--- src/rtl/draw_pkg.sv ---
// Shared types and defaults for the grid plotter: VGA coordinate widths,
// colour constants and the pass state encoding.
package draw_pkg;

  localparam int VGA_XW   = 8;
  localparam int VGA_YW   = 7;
  localparam int COLOUR_W = 3;

  localparam logic [COLOUR_W-1:0] FG_DEFAULT = 3'b101;
  localparam logic [COLOUR_W-1:0] BG_DEFAULT = 3'b000;

  typedef enum logic [1:0] {
    ST_IDLE  = 2'd0,
    ST_HORIZ = 2'd1,
    ST_VERT  = 2'd2,
    ST_DONE  = 2'd3
  } draw_state_e;

  // Width of a counter spanning 0..n-1, never narrower than one bit.
  function automatic int cnt_w(input int n);
    return (n <= 1) ? 1 : $clog2(n);
  endfunction

endpackage

--- src/rtl/draw_grid_scan.sv ---
// Nested step/thickness/line counter (k fastest, then t, then i) shared by both
// drawing phases. It exposes next-cycle values so the top can register pixels.
module draw_grid_scan
  import draw_pkg::*;
#(
  parameter int KN = 106,
  parameter int TN = 2,
  parameter int IN = 9,
  parameter int KW = cnt_w(KN),
  parameter int TW = cnt_w(TN),
  parameter int IW = cnt_w(IN)
) (
  input  logic          clk,
  input  logic          rst_i,
  input  logic          clear_i,
  input  logic          advance_i,
  output logic [KW-1:0] k_nx_o,
  output logic [TW-1:0] t_nx_o,
  output logic [IW-1:0] i_nx_o,
  output logic          last_o
);

  logic [KW-1:0] k_q, k_d;
  logic [TW-1:0] t_q, t_d;
  logic [IW-1:0] i_q, i_d;
  logic          k_last, t_last, i_last;

  assign k_last = (k_q == KW'(KN - 1));
  assign t_last = (t_q == TW'(TN - 1));
  assign i_last = (i_q == IW'(IN - 1));
  assign last_o = k_last && t_last && i_last;

  always_comb begin
    k_d = k_q;
    t_d = t_q;
    i_d = i_q;
    if (clear_i) begin
      k_d = '0;
      t_d = '0;
      i_d = '0;
    end else if (advance_i) begin
      if (!k_last) begin
        k_d = k_q + 1'b1;
      end else begin
        k_d = '0;
        if (!t_last) begin
          t_d = t_q + 1'b1;
        end else begin
          t_d = '0;
          // The final beat wraps everything to zero, ready for the next phase.
          i_d = i_last ? '0 : i_q + 1'b1;
        end
      end
    end
  end

  always_ff @(posedge clk) begin
    if (rst_i) begin
      k_q <= '0;
      t_q <= '0;
      i_q <= '0;
    end else begin
      k_q <= k_d;
      t_q <= t_d;
      i_q <= i_d;
    end
  end

  assign k_nx_o = k_d;
  assign t_nx_o = t_d;
  assign i_nx_o = i_d;

endmodule

--- src/rtl/draw_grid.sv ---
// Grid plotter: streams one pixel per accepted beat covering CELLS+1 horizontal
// then CELLS+1 vertical lines, with start/busy/done and valid/ready handshakes.
//
//   state    | meaning
//   ST_IDLE  | waiting for start; outputs zero
//   ST_HORIZ | emitting horizontal line pixels
//   ST_VERT  | emitting vertical line pixels
//   ST_DONE  | one-cycle done pulse, then back to idle
module draw_grid
  import draw_pkg::*;
#(
  parameter int X0     = 27,
  parameter int Y0     = 10,
  parameter int CELLS  = 8,
  parameter int PITCH  = 13,
  parameter int LINE_W = 2,
  parameter int XW     = VGA_XW,
  parameter int YW     = VGA_YW,
  parameter int CW     = COLOUR_W,
  parameter logic [CW-1:0] FG_COLOUR = FG_DEFAULT,
  parameter logic [CW-1:0] BG_COLOUR = BG_DEFAULT
) (
  input  logic          clk,
  input  logic          resetn,
  input  logic          start,
  input  logic          erase,
  output logic          busy,
  output logic          done,
  output logic          plot_valid,
  input  logic          plot_ready,
  output logic [XW-1:0] plot_x,
  output logic [YW-1:0] plot_y,
  output logic [CW-1:0] plot_colour
);

  localparam int L  = CELLS * PITCH + LINE_W;
  localparam int KW = cnt_w(L);
  localparam int TW = cnt_w(LINE_W);
  localparam int IW = cnt_w(CELLS + 1);

  if (X0 + L - 1 >= 2 ** XW) begin : g_bad_x
    $error("draw_grid: board does not fit in the x coordinate range");
  end
  if (Y0 + L - 1 >= 2 ** YW) begin : g_bad_y
    $error("draw_grid: board does not fit in the y coordinate range");
  end
  if (LINE_W < 1 || LINE_W >= PITCH) begin : g_bad_w
    $error("draw_grid: LINE_W must be in 1..PITCH-1");
  end

  draw_state_e   state_q, state_d;
  logic [XW-1:0] x_q, x_d;
  logic [YW-1:0] y_q, y_d;
  logic [CW-1:0] colour_q, colour_d;

  logic          scan_clear, scan_adv, scan_last;
  logic [KW-1:0] k_nx;
  logic [TW-1:0] t_nx;
  logic [IW-1:0] i_nx;

  draw_grid_scan #(
    .KN (L),
    .TN (LINE_W),
    .IN (CELLS + 1),
    .KW (KW),
    .TW (TW),
    .IW (IW)
  ) u_scan (
    .clk       (clk),
    .rst_i     (resetn),
    .clear_i   (scan_clear),
    .advance_i (scan_adv),
    .k_nx_o    (k_nx),
    .t_nx_o    (t_nx),
    .i_nx_o    (i_nx),
    .last_o    (scan_last)
  );

  always_comb begin
    state_d    = state_q;
    scan_clear = 1'b0;
    scan_adv   = 1'b0;
    colour_d   = colour_q;
    x_d        = '0;
    y_d        = '0;
    unique case (state_q)
      ST_IDLE: begin
        if (start) begin
          state_d    = ST_HORIZ;
          scan_clear = 1'b1;
          colour_d   = erase ? BG_COLOUR : FG_COLOUR;
        end
      end
      ST_HORIZ: begin
        scan_adv = plot_ready;
        if (plot_ready && scan_last) state_d = ST_VERT;
      end
      ST_VERT: begin
        scan_adv = plot_ready;
        if (plot_ready && scan_last) state_d = ST_DONE;
      end
      ST_DONE: state_d = ST_IDLE;
    endcase

    // Pixels are computed from next-cycle counters so plot_* leave a register.
    if (state_d == ST_HORIZ) begin
      x_d = XW'(X0) + XW'(k_nx);
      y_d = YW'(Y0) + YW'(i_nx) * YW'(PITCH) + YW'(t_nx);
    end else if (state_d == ST_VERT) begin
      x_d = XW'(X0) + XW'(i_nx) * XW'(PITCH) + XW'(t_nx);
      y_d = YW'(Y0) + YW'(k_nx);
    end else begin
      colour_d = '0;
    end
  end

  always_ff @(posedge clk) begin
    if (resetn) begin
      state_q  <= ST_IDLE;
      x_q      <= '0;
      y_q      <= '0;
      colour_q <= '0;
    end else begin
      state_q  <= state_d;
      x_q      <= x_d;
      y_q      <= y_d;
      colour_q <= colour_d;
    end
  end

  assign busy        = (state_q != ST_IDLE);
  assign done        = (state_q == ST_DONE);
  assign plot_valid  = (state_q == ST_HORIZ) || (state_q == ST_VERT);
  assign plot_x      = x_q;
  assign plot_y      = y_q;
  assign plot_colour = colour_q;

endmodule

--- config.mk ---
export PLATFORM = sky130hd
export DESIGN_NAME = draw_grid
export DESIGN_NICKNAME = d
export VERILOG_FILES = /design/src/rtl/draw_pkg.sv /design/src/rtl/draw_grid_scan.sv /design/src/rtl/draw_grid.sv
export SDC_FILE = /design/constraint.sdc
export NUM_CORES = 1
export LEC_CHECK = 0
export ABC_CLOCK_PERIOD_IN_PS = 3700
export BUFFER_PORTS_ARGS = -buffer_cell sky130_fd_sc_hd__buf_4
export CAP_MARGIN = 20
export CORE_MARGIN = 2
export CORE_UTILIZATION = 53
export DETAILED_ROUTE_END_ITERATION = 7
export PLACE_DENSITY = 0.78
export SYNTH_ARGS = -nofsm -noshare
export SYNTH_HDL_FRONTEND = slang
export SYNTH_HIERARCHICAL = 1
export SYNTH_SLANG_ARGS = --single-unit
--- constraint.sdc ---
create_clock -name clk -period 3.7 [get_ports clk]
set_input_delay 0.74 -clock clk [delete_from_list [all_inputs] [get_ports clk]]
set_output_delay 0.74 -clock clk [all_outputs]
set_load 0.03 [all_outputs]
==> results.sh, run 1 <==
export IMPL_avgSynthCellArea_um2=9.07
export IMPL_nNetsFinal=349
export IMPL_clock_skew_ns=0.00423
export IMPL_reg2reg_from="state_q[0]"
export IMPL_grt_overflow_total=0
export IMPL_grt_pass1_vias=1965
export IMPL_final_cell_mix="buf_4 (40), ha_1 (32), dfxtp_1 (31)"
export IMPL_core_um2=4410
export IMPL_clock_path_buffers=2
export IMPL_cts_sinks=32
export IMPL_synth_largest_area_cell="dfxtp_1"
export IMPL_met2_length_um=2820
export IMPL_timing_slew_headroom_pct=48.1
export IMPL_cap_violations=0
export IMPL_portBuffers=25
export IMPL_grt_max_degree=22
export IMPL_netSwitchingFraction_pct=26.4
export IMPL_tritoncts_num_buffers=5
export IMPL_cts_htree_levels=2
export IMPL_ys_types=55
export IMPL_p_int_uw=606
export IMPL_min_period_ns=3.52
export IMPL_grt_pass1_wl_um=9190
export IMPL_antenna_found_initial=0
export IMPL_cts_tree="done"
export IMPL_cp_start_kind="flop"
export IMPL_top_layer="met4"
export IMPL_cp_num_buf_inv=3
export IMPL_layout_commonest_cell="buf_4"
export IMPL_drive_gt1_share_pct=29.9
export IMPL_drc=0
export IMPL_worst_pin_slew_ns=0.773
export IMPL_outcome="finished, final reports clean"
export IMPL_wl_met1_um=2470
export IMPL_hp_start="plot_colour[1]"
export IMPL_synth_main_ff_cell="dfxtp_1"
export IMPL_arrival_ns=3.70
export IMPL_hold_class="reg -> reg"
export IMPL_ys_ff_latch=32
export IMPL_clk_pin_slew_ns=0.07
export IMPL_slew_viol_final=0
export IMPL_yosysSeqAreaShare_pct=26.2
export IMPL_drt_first_pass_iters=4
export IMPL_p_comb_share_pct=16.2
export IMPL_utilization_pct=66.9
export IMPL_path_cells="inv_2 -> ha_4 -> and2_4 -> nand2_2 -> nor4b_4 -> buf_4 -> mux2i_4 -> nor2_2 -> inv_2 -> ha_1 -> xnor2_1 -> ha_1 -> a21o_1 -> ha_4 -> and3_1 -> a22oi_2 -> xnor2_2 -> a22oi_2 -> nor2_2"
export IMPL_syn_area_um2=2450
export IMPL_crit_family="adder cells"
export IMPL_root_buffer="clkbuf_8"
export IMPL_peakVddDrop_v=0.000185
export IMPL_die_h_um=72.0
export IMPL_pwr_share_clk_pct=40.3
export IMPL_cp_end_kind="flop"
export IMPL_initial_utilization_pct=55.5
export IMPL_post_drt_wl_per_cell_um=15.8
export IMPL_p_leak_uw=0.00138
export IMPL_syn2layout_area_growth_pct=20.5
export IMPL_fin_area_um2=2950
export IMPL_finalCritPeriodShare_pct=95.2
export IMPL_clkLatencyLatePin_ns=0.28
export IMPL_viasPerCell=5.68
export IMPL_seqPwrFrac_pct=43.6
export IMPL_dp_hpwl_um=4250
export IMPL_crit_fanout=3
export IMPL_async_reset_ff_share_pct=0
export IMPL_switchingPower_uw=218
export IMPL_synth_top_area_share_pct=26.2
export IMPL_layout_setup_ws_ns=0.176
export IMPL_cellPowerDensity_nw_per_um2=279
export IMPL_fillers=350
export IMPL_crit_slowest_cell="dfxtp_1"
export IMPL_syn_num_nets=312
export IMPL_total_power_uw=824
export IMPL_yosysWarnings=6
export IMPL_syn_inst=270
export IMPL_max_freq_ghz=0.284
export IMPL_rows=24
export IMPL_setup_viol=0
export IMPL_startpoint="state_q[0]"
export IMPL_drt_iter0_drc=106
export IMPL_wl_met3_um=288
export IMPL_dieArea_um2=5180
export IMPL_vias=2046
export IMPL_grt_usage_pct=22.9
export IMPL_die_width_um=72.0
export IMPL_pre_cts_slack_ns=-0.0400
export IMPL_wirelength_um=5670
export IMPL_final_antenna_net_count=0
export IMPL_crit_required_ns=3.87
export IMPL_diodes=0
export IMPL_placed_area_um2=2740
export IMPL_num_io_pins=26
export IMPL_hold_viol=0
export IMPL_synth_area_top_cells="dfxtp_1 (26%), ha_1 (18%), xnor2_1 (5.7%)"
export IMPL_ctsHoldBuffers=0
export IMPL_path_class="reg -> reg"
export IMPL_slowest_delay_ns=0.35
export IMPL_synth_edf_count=0
export IMPL_gp_congestion=0.866
-- metrics by stage --
stage | setup TNS [ns] | instances | hold slack (ns)
floorplan | 0 | 270 | 0.529
global placement | 0 | 351 | 0.418
detailed placement | -0.0594 | 351 | 0.439
CTS | -0.00982 | 360 | 0.449
global route | -0.0253 | 360 | 0.476
finish | 0 | 360 | 0.450
-- per-layer routing --
metal / track usage [%] / up-vias
met3: 4.17 / 12
met5: 0 / -
met1: 29.8 / 962
met2: 39.0 / 64
met4: 6.92 / 0
li1: - / 1008
-- worst register-to-register path, stage by stage, from the launching register on --
cell     delay [ns]
dfxtp_1        0.35
inv_2          0.06
ha_4           0.26
and2_4         0.14
nand2_2        0.07
nor4b_4        0.28
buf_4          0.18
mux2i_4        0.24
nor2_2         0.07
inv_2          0.07
ha_1           0.24
xnor2_1        0.14
ha_1           0.19
a21o_1         0.22
ha_4           0.27
and3_1         0.15
a22oi_2        0.17
xnor2_2        0.09
a22oi_2        0.17
nor2_2         0.05
-- power by group through the flow --
stage	sequential (uW)	clock [uW]	combinational (uW)
global route	360	349	143
finish	359	332	133
detailed placement	367	0	129
CTS	359	338	130
global placement	366	0	128
floorplan	384	0	79.3
-- synthesized netlist by cell type (all sizes together) (4+ instances only) --
master and n:
o21ai 5, buf 6, inv 22, a21oi 7
nor2b 7, dfxtp 32, xnor2 16, nor2 35
a2bb2oi 4, nor3 14, mux2i 4, nand4 4
xor2 11, clkbuf 4, a22oi 11, ha 35
and3 5, nand2 13
-- logic make-up (layout without fill, tap and decap cells) --
group | count (synthesis) | count (layout) | synth area share, %
buf+inv | 32 | 70 | 6.13
simple gates | 93 | 93 | 21.4
compound gates | 45 | 45 | 15.5
mux | 4 | 4 | 1.64
xor+xnor | 27 | 27 | 9.66
fa+ha+maj | 37 | 37 | 19.5
flops | 32 | 32 | 26.2
-- final cells by class --
cell class	count	area (um^2)	area share (%)
multi-input cells	206	1750	59.4
flip-flops and latches	32	642	21.7
repair buffers	40	300	10.2
inverters	22	82.6	2.80
clock buffers	6	72.6	2.46
well taps	52	65.1	2.20
clock inverters	2	35.0	1.19
-- sequential cells by signal (all words and copies together) (netlist names) --
register and flops:
plot_colour 3, plot_x 8, plot_y 7, state_q 2, u_scan/i_q 4, u_scan/k_q 7, u_scan/t_last 1
-- worst paths after layout --
path | to | slack, ns | cells past startpoint
worst max register to register | plot_y[6] | 0.18 | 19
worst min-delay path | plot_colour[1] | 0.45 | 2
worst max-delay path | plot_y[6] | 0.18 | 19
worst min register to register | plot_colour[1] | 0.45 | 2
-- timing repair --
| action | CTS | global route |
|---|---|---|
| resized for setup | 3 | 16 |
| pin swaps | 2 | 4 |
| gates cloned | 0 | 0 |
| setup endpoints to repair | 2 | 7 |
| setup buffers | 1 | 0 |
No activity file was read; power rests on OpenSTA's default activity.
==> inputs of run 2 (changes only) <==
==> constraint.sdc (replaced) <==
create_clock -name clk -period 3.7 [get_ports clk]
set_input_delay 0.185 -clock clk [delete_from_list [all_inputs] [get_ports clk]]
set_output_delay 0.185 -clock clk [all_outputs]
set_load 0.03 [all_outputs]
==> run 2 against run 1 <==
Compared with the run above:
- core utilization fell by 1.1 points
- die area did not move
- critical path depth fell by 1
- design area fell by 1.7%
- clock-buffer cell count did not move
- sequential cell count did not move
- global-route usage fell by 0.20 points
- clock skew barely moved
- sequential power barely moved
- fmax fell by 1.8%
- highest routed layer unchanged
==> results.sh, run 2 (synthesis results as in run 1) <==
export IMPL_cts_sinks=32
export IMPL_slew_viol_final=0
export IMPL_arrival_ns=3.81
export IMPL_drive_gt1_share_pct=28.1
export IMPL_nNetsFinal=348
export IMPL_drt_first_pass_iters=4
export IMPL_final_antenna_net_count=0
export IMPL_clk_pin_slew_ns=0.06
export IMPL_hold_viol=0
export IMPL_dp_cells=347
export IMPL_worst_pin_slew_ns=0.778
export IMPL_finalCritPeriodShare_pct=97.0
export IMPL_final_cell_mix="buf_4 (39), dfxtp_1 (31), nor2_1 (30), ha_1 (30), inv_1 (21)"
export IMPL_cts_htree_levels=2
export IMPL_antenna_found_initial=0
export IMPL_outcome="finished, final reports clean"
export IMPL_hold_class="in -> reg"
export IMPL_drc=0
export IMPL_clkLatencyLatePin_ns=0.28
export IMPL_crit_fanout=4
export IMPL_grt_usage_pct=22.7
export IMPL_ctsHoldBuffers=0
export IMPL_clock_path_buffers=2
export IMPL_largest_reg_flops=8
export IMPL_root_buffer="clkbuf_8"
export IMPL_crit_family="simple AND/OR/NAND/NOR gates"
export IMPL_cp_start_kind="flop"
export IMPL_diodes=0
export IMPL_layout_commonest_cell="buf_4"
export IMPL_drt_iter0_drc=86
export IMPL_tritoncts_num_buffers=5
export IMPL_peakVddDrop_v=0.000258
export IMPL_core_um2=4410
export IMPL_initial_utilization_pct=55.5
export IMPL_grt_pass1_wl_um=9070
export IMPL_crit_slowest_cell="dfxtp_2"
export IMPL_clock_skew_ns=0.00393
export IMPL_cp_num_buf_inv=2
export IMPL_viasPerCell=5.61
export IMPL_path_cells="inv_1 -> ha_4 -> and2_4 -> nand2_2 -> nor4b_4 -> mux2i_1 -> nor2_1 -> buf_4 -> ha_2 -> xnor2_1 -> ha_1 -> a21o_1 -> ha_4 -> and3_1 -> a22oi_2 -> xnor2_1 -> a22oi_2 -> nor2_2"
export IMPL_die_width_um=72.0
export IMPL_post_drt_wl_per_cell_um=15.6
export IMPL_cts_tree="done"
export IMPL_dieArea_um2=5180
export IMPL_setup_viol=0
export IMPL_layout_setup_ws_ns=0.112
export IMPL_rows=24
export IMPL_max_freq_ghz=0.279
export IMPL_fin_setup_tns_ns=0
export IMPL_num_io_pins=26
export IMPL_crit_required_ns=3.92
export IMPL_cap_violations=0
export IMPL_utilization_pct=65.7
export IMPL_grt_max_degree=22
export IMPL_gp_congestion=0.897
export IMPL_timing_slew_headroom_pct=47.7
export IMPL_p_leak_uw=0.00135
export IMPL_pre_cts_slack_ns=0.0323
export IMPL_slowest_delay_ns=0.35
export IMPL_min_period_ns=3.59
export IMPL_grt_pass1_vias=1925
export IMPL_path_class="reg -> reg"
export IMPL_die_h_um=72.0
export IMPL_syn2layout_area_growth_pct=18.5
export IMPL_wirelength_um=5590
export IMPL_portBuffers=25
export IMPL_dp_hpwl_um=4040
export IMPL_grt_overflow_total=0
export IMPL_instances_no_fill=358
export IMPL_cp_end_kind="flop"
export IMPL_cellPowerDensity_nw_per_um2=257
export IMPL_vias=2009
==> run 2: path summary, 6_finish.rpt <==
path                                startpoint        endpoint  slack (ns)  cells after the start
worst max-delay path                state_q[0]       plot_y[6]        0.11                     18
worst min-delay path                     erase  plot_colour[2]        0.22                      4
worst max register to register      state_q[0]       plot_y[6]        0.11                     18
worst min register to register  plot_colour[1]  plot_colour[1]        0.43                      2
==> run 2: power breakdown <==
group | leakage (uW) | internal, uW | switching, uW
Sequential | 0.000260 | 355 | 5.24
Combinational | 0.00105 | 51.4 | 80.9
Clock | 0.0000410 | 128 | 125
==> run 2: cell type report <==
type / instances / area, um^2
fillers: 364 / 1510
clock buffers: 6 / 72.6
clock inverters: 1 / 5.00
multi-input cells: 206 / 1740
flip-flops and latches: 32 / 642
repair buffers: 39 / 293
inverters: 22 / 82.6
well taps: 52 / 65.1
==> run 2: tightest hold or removal path, cell delays in order <==
cell and delay [ns]:
buf_4 0.07, nor2_1 0.04, a21oi_1 0.11, nor2_1 0.05
==> run 2: timing repair <==
item,4_1_cts,5_1_grt
pin swaps,1,4
cloned,0,0
setup buffers,1,3
setup endpoints to repair,1,5
gates resized for setup,0,15
==> run 2: routing by layer <==
metal  track usage (%)  up-vias  share of wire (%)
li1                  -     1001                  -
met1              28.9      932                 42
met2              38.2       62                 49
met3              4.17       14                5.9
met4              9.22        0                2.7
met5                 0        -                  0
==> run 2: per-stage QoR <==
step	power [uW]	instance area, um^2	hold slack, ns
detailed placement	493	2710	0.421
global placement	492	2710	0.420
finish	745	2900	0.216
global route	774	2900	0.255
CTS	746	2800	0.216
floorplan	463	2450	0.262
